<file path="config.mk">
export PLATFORM = sky130hd
export DESIGN_NAME = dac_spi_tx
export DESIGN_NICKNAME = d
export VERILOG_FILES = /design/src/rtl/dac_spi_tx.sv
export SDC_FILE = /design/constraint.sdc
export NUM_CORES = 1
export LEC_CHECK = 0
export CORE_MARGIN = 3
export CORE_UTILIZATION = 51
export DETAILED_ROUTE_END_ITERATION = 10
export PLACE_DENSITY_LB_ADDON = 0.15
export SYNTH_ARGS = -nofsm -noshare
export SYNTH_HDL_FRONTEND = slang
export SYNTH_SLANG_ARGS = --single-unit
</file>
<file path="constraint.sdc">
create_clock -name clk -period 2.1 [get_ports clk]
set_input_delay 0.21 -clock clk [delete_from_list [all_inputs] [get_ports clk]]
set_output_delay 0.21 -clock clk [all_outputs]
set_load 0.005 [all_outputs]
</file>
<file path="src/rtl/dac_spi_tx.sv">
// Serial DAC driver: accepts 16-bit samples over valid/ready and shifts each one out
// as a 24-bit SPI frame (command byte + sample) with programmable SCLK rate and frame gap.
module dac_spi_tx #(
    parameter int unsigned CLK_DIV   = 2,
    parameter int unsigned IDLE_CYC  = 4,
    parameter logic [7:0]  CMD       = 8'h00,
    parameter bit          TWOS_COMP = 1'b0
) (
    input  logic        clk,
    input  logic        rst_n,
    input  logic [15:0] sample_in,
    input  logic        sample_valid,
    output logic        sample_ready,
    output logic        dac_sync_n,
    output logic        dac_sclk,
    output logic        dac_din,
    output logic        frame_done,
    output logic [7:0]  drop_cnt
);

    typedef enum logic [1:0] {IDLE, SHIFT, GAP} state_t;

    localparam logic [7:0]  HALF_TC  = 8'(CLK_DIV - 1);
    localparam logic [7:0]  GAP_TC   = 8'(IDLE_CYC - 1);
    localparam logic [15:0] MSB_FLIP = TWOS_COMP ? 16'h8000 : 16'h0000;

    state_t      state;
    logic [22:0] shift_word;
    logic [7:0]  half_cnt;
    logic [7:0]  gap_cnt;
    logic [4:0]  bit_cnt;
    logic [23:0] accept_word;

    assign accept_word = {CMD, sample_in ^ MSB_FLIP};

    // Bit 23 goes straight to dac_din on accept; shift_word holds the bits still to send.
    always_ff @(posedge clk or negedge rst_n) begin
        if (!rst_n) begin
            state        <= IDLE;
            shift_word   <= '0;
            half_cnt     <= '0;
            gap_cnt      <= '0;
            bit_cnt      <= '0;
            sample_ready <= 1'b1;
            dac_sync_n   <= 1'b1;
            dac_sclk     <= 1'b1;
            dac_din      <= 1'b0;
            frame_done   <= 1'b0;
            drop_cnt     <= '0;
        end else begin
            frame_done <= 1'b0;

            if (sample_valid && !sample_ready && drop_cnt != 8'hFF) begin
                drop_cnt <= drop_cnt + 8'd1;
            end

            unique case (state)
                IDLE: begin
                    if (sample_valid && sample_ready) begin
                        state        <= SHIFT;
                        shift_word   <= accept_word[22:0];
                        dac_din      <= accept_word[23];
                        dac_sync_n   <= 1'b0;
                        dac_sclk     <= 1'b1;
                        half_cnt     <= '0;
                        bit_cnt      <= '0;
                        sample_ready <= 1'b0;
                    end
                end

                SHIFT: begin
                    if (half_cnt == HALF_TC) begin
                        half_cnt <= '0;
                        if (dac_sclk) begin
                            dac_sclk <= 1'b0;
                            bit_cnt  <= bit_cnt + 5'd1;
                        end else if (bit_cnt == 5'd24) begin
                            // Final low half-period elapsed: close the frame instead of rising.
                            state      <= GAP;
                            dac_sclk   <= 1'b1;
                            dac_sync_n <= 1'b1;
                            dac_din    <= 1'b0;
                            frame_done <= 1'b1;
                            bit_cnt    <= '0;
                            gap_cnt    <= '0;
                        end else begin
                            dac_sclk   <= 1'b1;
                            dac_din    <= shift_word[22];
                            shift_word <= {shift_word[21:0], 1'b0};
                        end
                    end else begin
                        half_cnt <= half_cnt + 8'd1;
                    end
                end

                GAP: begin
                    if (gap_cnt == GAP_TC) begin
                        state        <= IDLE;
                        sample_ready <= 1'b1;
                        gap_cnt      <= '0;
                    end else begin
                        gap_cnt <= gap_cnt + 8'd1;
                    end
                end

                default: state <= IDLE;
            endcase
        end
    end

endmodule

</file>
; ---- After elaboration in Yosys (flattened, before gate mapping)
; Cells that the tools add are included.
[totals]
ff_bits = 59
[op_classes]
n_mux = 43
add_sub_neg = 4
eq_ne = 13
reduce_logical = 17
[op_table]
columns = cell, n
row1 = $mux 23, 4
row2 = $mux 8, 6
row3 = $pmux 23 s2, 1
row4 = $pmux 8 s2, 2
row5 = $add 8x1->8 const B, 3
row6 = $mux 5, 4
row7 = $mux 1, 15
row8 = $reduce_and 5->1, 3
row9 = $ne 2x2->1 const B, 6
row10 = $reduce_and 4->1, 3
row11 = $mux 2, 5
row12 = $pmux 5 s2, 1
row13 = $eq 8x1->1 const B, 1
row14 = $eq 8x2->1 const B, 1
row15 = $ne 8x8->1 const B, 1
row16 = $pmux 1 s2, 4
row17 = $pmux 2 s3, 1
row18 = $reduce_and 3->1, 2
row19 = $reduce_bool 2->1, 3
row20 = $add 5x1->5 const B, 1
row21 = $eq 5x5->1 const B, 1
row22 = $logic_and 1x1->1, 3
row23 = $ne 3x3->1 const B, 1
row24 = $eq 2x1->1 const B, 1
row25 = 4 further kinds, 4

; ---- Logic depth before layout (Yosys ltp)
; Gate-level depths: netlist (run 1).
[logic_depth]
ltp_word = 5
ltp_mapped = 7

; ---- Worst setup path after synthesis (run 1)
; Ideal clock, no wire load.
[synth_timing]
path_type = reg2reg
startpoint = register half_cnt[1]
endpoint = register shift_word[10]
setup_ps = 125
t_arrival_ps = 2111
required_ps = 1975
period_less_slack_ps = 2236
slack_ps = -136
path_stages_with_launch = 8
path_buffers = 1
path_cell_list = dfrtp_1 inv_1 ha_1 or3b_2 or3_4 o21ai_4 buf_12 mux2_4
[synth_between]
elab_chain_cells = 3
[synth_rtl]
columns = item, line
row1 = start: declaration, 29  ; logic [7:0] half_cnt;
row2 = start signal: assignment, 92  ; half_cnt <= half_cnt + 8'd1;
row3 = $eq 8x1->1, 72  ; if (half_cnt == HALF_TC) begin
row4 = $ne 2x2->1 (no source line), --
row5 = $reduce_and 5->1 (no source line), --
row6 = end signal: assignment, 61  ; shift_word <= accept_word[22:0];
row7 = end signal: assignment, 89  ; shift_word <= {shift_word[21:0], 1'b0};
row8 = end: declaration, 28  ; logic [22:0] shift_word;
; No other way between the ends.
; A chain may end at the register's enable or synchronous reset.

; ---- Worst setup path in the final report (run 1)
[layout_timing]
startpoint = register half_cnt[1]
endpoint = register shift_word[4]
; The elaborated chain is that of the path after synthesis.

==> impl_metrics.env, run 1 <==
export IMPL_status="finished with violations"
export IMPL_violations="negative setup slack"
export IMPL_slew_viol_final=0
export IMPL_mostFrequentLayoutCells="nand2_1, dfrtp_1, clkdlybuf4s50_1"
export IMPL_nFillCells=461
export IMPL_rsz0062_at_grt="yes"
export IMPL_grt_start_max_net_pins=36
export IMPL_antenna_cells=0
export IMPL_endpoint_kind="flop"
export IMPL_path_class="reg2reg"
export IMPL_cap_viol_max_count=0
export IMPL_fin_area_um2=3790
export IMPL_placementRows=27
export IMPL_yosys_top_cells_area="dfrtp_1, nand2_1, mux2_4"
export IMPL_drc=0
export IMPL_routed_wl_um=6230
export IMPL_setup_tns_ns=-0.0557
export IMPL_synth_cells=282
export IMPL_h_tree_depth=3
export IMPL_tritoncts="built"
export IMPL_vdd_ir_drop_max_uv=722
export IMPL_finalClockSkew_ns=0.00747
export IMPL_arrival_ns=2.34
export IMPL_cp_required_ns=2.32
export IMPL_wl_per_cell_um=14.7
export IMPL_setup_viol=6
export IMPL_synth_edf_count=0
export IMPL_crit_start="half_cnt[1]"
export IMPL_leakage_nw=1.76
export IMPL_r2r_start="half_cnt[1]"
export IMPL_hp_class="in2async"
export IMPL_layout_drive_gt1_share_pct=23.4
export IMPL_syn2layout_area_growth_pct=27.5
export IMPL_track_usage_pct=20.8
export IMPL_worst_setup_path_start_kind="flop"
export IMPL_worst_pin_slew_ns=0.762
export IMPL_portBuffers=31
export IMPL_synth_distinct_cells=50
export IMPL_die_h_um=82.3
export IMPL_totalPowerFinal_mw=4.41
export IMPL_drtIter0Drc=113
export IMPL_critical_path_top_delay_family="simple AND/OR/NAND/NOR gates"
export IMPL_synth_main_ff_cell="dfrtp_1"
export IMPL_die_width_um=82.3
export IMPL_clk_latency_ns=0.33
export IMPL_gr_total_overflow=0
export IMPL_cts_reportedPaths_clkPinSlew_ns=0.07
export IMPL_syn_nets=307
export IMPL_antenna_found_initial=0
export IMPL_first_global_vias=2276
export IMPL_place_gp_congestion=0.827
export IMPL_yosysWarnings=0
export IMPL_nNetsFinal=371
export IMPL_cts_buffers=9
export IMPL_synth_avg_cell_area_um2=10.5
export IMPL_root_buffer="clkbuf_8"
export IMPL_start_util_pct=53.3
export IMPL_hold_viol_final=0
export IMPL_design_core_area_um2=5570
export IMPL_synth_top_cell_area_share_pct=47.2
export IMPL_fin_crit_sh_pct=101
export IMPL_cts_path_max_buffers=2
export IMPL_mostFrequentLayoutCell="nand2_1"
export IMPL_die_area_um2=6780
export IMPL_syn_area_um2=2970
export IMPL_max_slew_margin_rel_pct=49.2
export IMPL_slowest_delay_ns=0.39
export IMPL_layout_min_cycle_time_ns=2.12
export IMPL_max_clock_freq_mhz=473
export IMPL_ys_async_sr_fraction_pct=100
export IMPL_dr_pass1_iters=5
export IMPL_pin_count=32
export IMPL_cp_max_fo=7
export IMPL_clock_sinks=59
export IMPL_grt_pass1_wl_um=10800
export IMPL_synth_top_cell_by_area="dfrtp_1"
export IMPL_via_per_inst=5.54
export IMPL_placement_cell_area_um2=3530
export IMPL_crit_buf_inv=2
export IMPL_crit_chain="inv_2 > ha_4 > or3b_4 > or3_4 > o21ai_4 > buf_6 > mux2_2"
export IMPL_synth_sequential_area_ratio_pct=49.8
export IMPL_pwr_density_cell_nw_per_um2=1160
export IMPL_ant_nets=0
export IMPL_crit_slowest_cell="or3_4"
export IMPL_hpwl_um=4340
export IMPL_num_vias=2343
export IMPL_synth_seq_cells=59
export IMPL_final_util_pct=67.9
export IMPL_layout_setup_ws_ns=-0.0153
## timing repair
item | CTS | global route
hold endpoints to repair | 24 | 0
endpoints found under the setup margin | 19 | 34
hold buffers | 1 | 0
resized for setup | 2 | 8
buffers inserted | 1 | 1
pin swaps | 2 | 2
## where the power goes
part | switching, mW | internal, mW | total [mW]
sequential | 0.296 | 1.49 | 1.79
clock | 0.446 | 0.569 | 1.02
combinational | 0.686 | 0.917 | 1.60
## cell usage after synthesis (2+ instances only)
library cell  count
a211o_1           6
a21o_1            2
a21oi_1           5
a22o_1           12
a31oi_1           4
a41oi_1           2
and3_1            9
clkbuf_1          6
dfrtp_1          56
dfstp_2           3
ha_1              6
inv_1             5
mux2_2            8
mux2_4           10
nand2_1          59
nand2b_1          3
nand3_1          11
nand4_1           7
nor2_1            6
nor2b_1           2
nor3_1            9
nor3b_1           2
nor4_1            2
o21a_1            3
o21ai_0          10
o22ai_1           2
o41ai_1           2
or2_2             2
xnor2_1           6
xor2_1            2
## worst register-to-register path: cells and delay by family (launching register included)
kind | cells | cell delay, ns
mux | 1 | 0.34
buf+inv | 2 | 0.24
compound gates | 1 | 0.16
flops | 1 | 0.38
simple gates | 2 | 0.76
fa+ha+maj | 1 | 0.12
## registers in the layout, summed over array words and instances, names as in the netlist
signal,count
shift_word,23
drop_cnt,8
gap_cnt,8
half_cnt,8
bit_cnt,5
state,2
dac_din,1
dac_sclk,1
dac_sync_n,1
frame_done,1
sample_ready,1
## per-stage QoR
| stage | setup WS (ns) | cells | hold WS (ns) |
|---|---|---|---|
| after floorplan | -0.0611 | 282 | -0.0856 |
| after global placement | 0.00371 | 404 | 0.244 |
| after detailed placement | -0.0326 | 404 | 0.251 |
| after CTS | -0.0131 | 422 | 0.418 |
| after global routing | -0.0627 | 423 | 0.448 |
| final | -0.0153 | 423 | 0.407 |
## cell families (layout without fill, tap and decap cells)
family	count (synthesis)	in the layout	share of synthesized area, %
DFF	59	59	49.8
muxes	19	19	8.42
adders and majority gates	6	6	2.53
buffers and inverters	14	83	2.61
xor gates and xnor gates	8	8	2.36
AOI/OAI and AO/OA	53	53	13.5
and+or+nand+nor	123	123	20.8
## worst paths after layout
| check | end | slack (ns) | depth (start not counted) |
|---|---|---|---|
| max in group asynchronous | dac_sync_n | 1.03 | 3 |
| worst min register to register | drop_cnt[6] | 0.50 | 1 |
| worst max-delay path | shift_word[4] | -0.02 | 7 |
| min in group clk | drop_cnt[6] | 0.50 | 1 |
| worst max register to register | shift_word[4] | -0.02 | 7 |
| worst min-delay path | gap_cnt[7] | 0.41 | 2 |
## final cells by class
class	instances	area, µm²	share of cell area, %
Inverter	5	18.8	0.496
Sequential cell	59	1480	39.1
Timing Repair Buffer	62	561	14.8
Clock buffer	10	138	3.63
Multi-Input combinational cell	209	1450	38.2
Tap cell	72	90.1	2.38
Clock inverter	6	55.1	1.45
## layer usage
| layer | up-vias | GRT usage [%] | wire (µm) |
|---|---|---|---|
| met5 | - | 0 | 0 |
| met4 | 0 | 6.98 | 46 |
| met3 | 6 | 4.99 | 178 |
| met2 | 36 | 31.2 | 2860 |
| met1 | 1144 | 29.5 | 3150 |
| li1 | 1157 | - | - |
Power figures use the tool's default switching activity.
==> run 2, diff against run 1 <==
Settings changed: CORE_UTILIZATION 51 to 46, CTS_CLUSTER_DIAMETER set to 60, CTS_CLUSTER_SIZE set to 28.
==> run 2 against run 1 <==
  * The run still ends with negative setup slack left
  * Clock skew rose by 0.0013 ns
  * Sequential share of layout area fell by 0.57 points
  * Sequential cell count did not move
  * First-iteration DRC count fell by 8.0%
  * Count of clock-buffer cells in the layout rose by 2
  * Critical endpoint is now shift_word[11]
  * Largest cell class unchanged
==> impl_metrics.env, run 2 (synthesis results as in run 1) <==
export IMPL_layout_min_cycle_time_ns=2.16
export IMPL_largest_register_ffs=23
export IMPL_syn2layout_area_growth_pct=29.4
export IMPL_root_buffer="clkbuf_8"
export IMPL_worst_setup_path_start_kind="flop"
export IMPL_clk_latency_ns=0.33
export IMPL_tritoncts="built"
export IMPL_routed_wl_um=6440
export IMPL_r2r_start="half_cnt[2]"
export IMPL_arrival_ns=2.38
export IMPL_num_vias=2345
export IMPL_slowest_delay_ns=0.54
export IMPL_rsz0062_at_grt="yes"
export IMPL_cts_path_max_buffers=2
export IMPL_hp_class="in2async"
export IMPL_vdd_ir_drop_max_uv=809
export IMPL_design_core_area_um2=6100
export IMPL_path_class="reg2reg"
export IMPL_layout_setup_ws_ns=-0.0596
export IMPL_setup_viol=15
export IMPL_mostFrequentLayoutCell="nand2_1"
export IMPL_first_global_vias=2314
export IMPL_grt_start_max_net_pins=25
export IMPL_die_h_um=86.4
export IMPL_max_clock_freq_mhz=463
export IMPL_nNetsFinal=372
export IMPL_violations="negative setup slack"
export IMPL_antenna_found_initial=0
export IMPL_start_util_pct=48.7
export IMPL_totalPowerFinal_mw=4.58
export IMPL_hpwl_um=4370
export IMPL_cts_buffers=9
export IMPL_die_area_um2=7460
export IMPL_grt_pass1_wl_um=10700
export IMPL_crit_chain="or4_4 > or3_4 > o21ai_4 > clkbuf_16 > mux2_4"
export IMPL_mostFrequentLayoutCells="nand2_1, dfrtp_1, clkdlybuf4s50_1"
export IMPL_worst_pin_slew_ns=0.771
export IMPL_top_register="shift_word"
export IMPL_ff2ff_path_depth=5
export IMPL_cap_viol_max_count=0
export IMPL_worst_hold_slack_ns=0.354
export IMPL_ant_nets=0
export IMPL_h_tree_depth=3
export IMPL_cts_reportedPaths_clkPinSlew_ns=0.07
export IMPL_dr_pass1_iters=6
export IMPL_r2r_end="shift_word[11]"
export IMPL_pwr_density_cell_nw_per_um2=1190
export IMPL_die_width_um=86.4
export IMPL_hold_viol_final=0
export IMPL_layout_drive_gt1_share_pct=23.6
export IMPL_max_slew_margin_rel_pct=48.6
export IMPL_status="finished with violations"
export IMPL_drtIter0Drc=104
export IMPL_slew_viol_final=0
export IMPL_portBuffers=31
export IMPL_setup_tns_ns=-0.662
export IMPL_place_gp_congestion=0.808
export IMPL_wl_per_cell_um=15.1
export IMPL_endpoint_kind="flop"
export IMPL_cp_max_fo=7
export IMPL_clock_sinks=59
export IMPL_fin_crit_sh_pct=103
export IMPL_cp_required_ns=2.32
export IMPL_crit_slowest_cell="or4_4"
export IMPL_gr_total_overflow=0
export IMPL_placementRows=28
export IMPL_antenna_cells=0
export IMPL_finalClockSkew_ns=0.00874
export IMPL_drc=0
export IMPL_post_place_ws_ns=-0.0583
export IMPL_nFillCells=499
export IMPL_leakage_nw=1.77
export IMPL_r2r_setup_slack_ns=-0.06
export IMPL_pin_count=32
export IMPL_via_per_inst=5.49
export IMPL_track_usage_pct=18.4
-- run 2: changes by cell type in the layout (fill, tap and decap cells not counted), sizes merged --
cell	before	now
bufinv	1	2
clkbuf	10	13
clkinv	5	2
-- run 2: critical path: cells and delay by family, from the launching register on --
family                 cells  cell delay [ns]
AO/OA/AOI/OAI              1             0.22
buffers and inverters      1             0.20
flip-flops                 1             0.38
multiplexers               1             0.30
AND/OR/NAND/NOR            2             0.94
-- run 2: where the power goes --
group	switching [mW]	internal, mW
registers	0.302	1.49
clock network	0.442	0.734
logic	0.686	0.923
total	1.43	3.15
-- run 2: layout make-up --
cell class | instances | area [µm²] | area share, %
multi-input cells | 209 | 1440 | 37.6
clock inverters | 4 | 73.8 | 1.92
flip-flops and latches | 59 | 1480 | 38.5
clock buffers | 12 | 155 | 4.04
inverters | 5 | 18.8 | 0.488
repair buffers | 63 | 578 | 15.0
well taps | 75 | 93.8 | 2.44
-- run 2: worst max-delay path by stage --
stage	from	to	slack (ns)	depth (start not counted)
floorplan	half_cnt[1]	shift_word[10]	-0.06	7
global placement	half_cnt[1]	shift_word[2]	-0.01	7
finish	half_cnt[2]	shift_word[11]	-0.06	5
detailed placement	half_cnt[1]	shift_word[3]	-0.06	7
CTS	half_cnt[1]	shift_word[3]	-0.06	7
global route	half_cnt[2]	shift_word[14]	-0.11	5
-- run 2: stage by stage --
| stage | cells | instance area, µm² | utilization (%) |
|---|---|---|---|
| final | 427 | 3840 | 63.1 |
| after global routing | 427 | 3840 | 63.1 |
| after CTS | 425 | 3790 | 62.2 |
| after detailed placement | 408 | 3540 | 58.1 |
| after global placement | 408 | 3540 | 58.1 |
| after floorplan | 282 | 2970 | - |
-- run 2: per-layer routing --
layer | track usage [%] | routed length [µm]
met1 | 23.6 | 3080
met2 | 29.2 | 3120
met3 | 5.89 | 181
met4 | 6.52 | 61
met5 | 0 | 0
-- run 2: what timing repair did --
| action | in CTS | in global routing |
|---|---|---|
| gates cloned | 0 | 1 |
| gates resized for setup | 2 | 6 |
| setup endpoints to repair | 25 | 30 |
| hold buffers | 1 | 0 |
| buffers inserted | 0 | 1 |
| pin swaps | 0 | 3 |
| hold endpoints to repair | 17 | 0 |
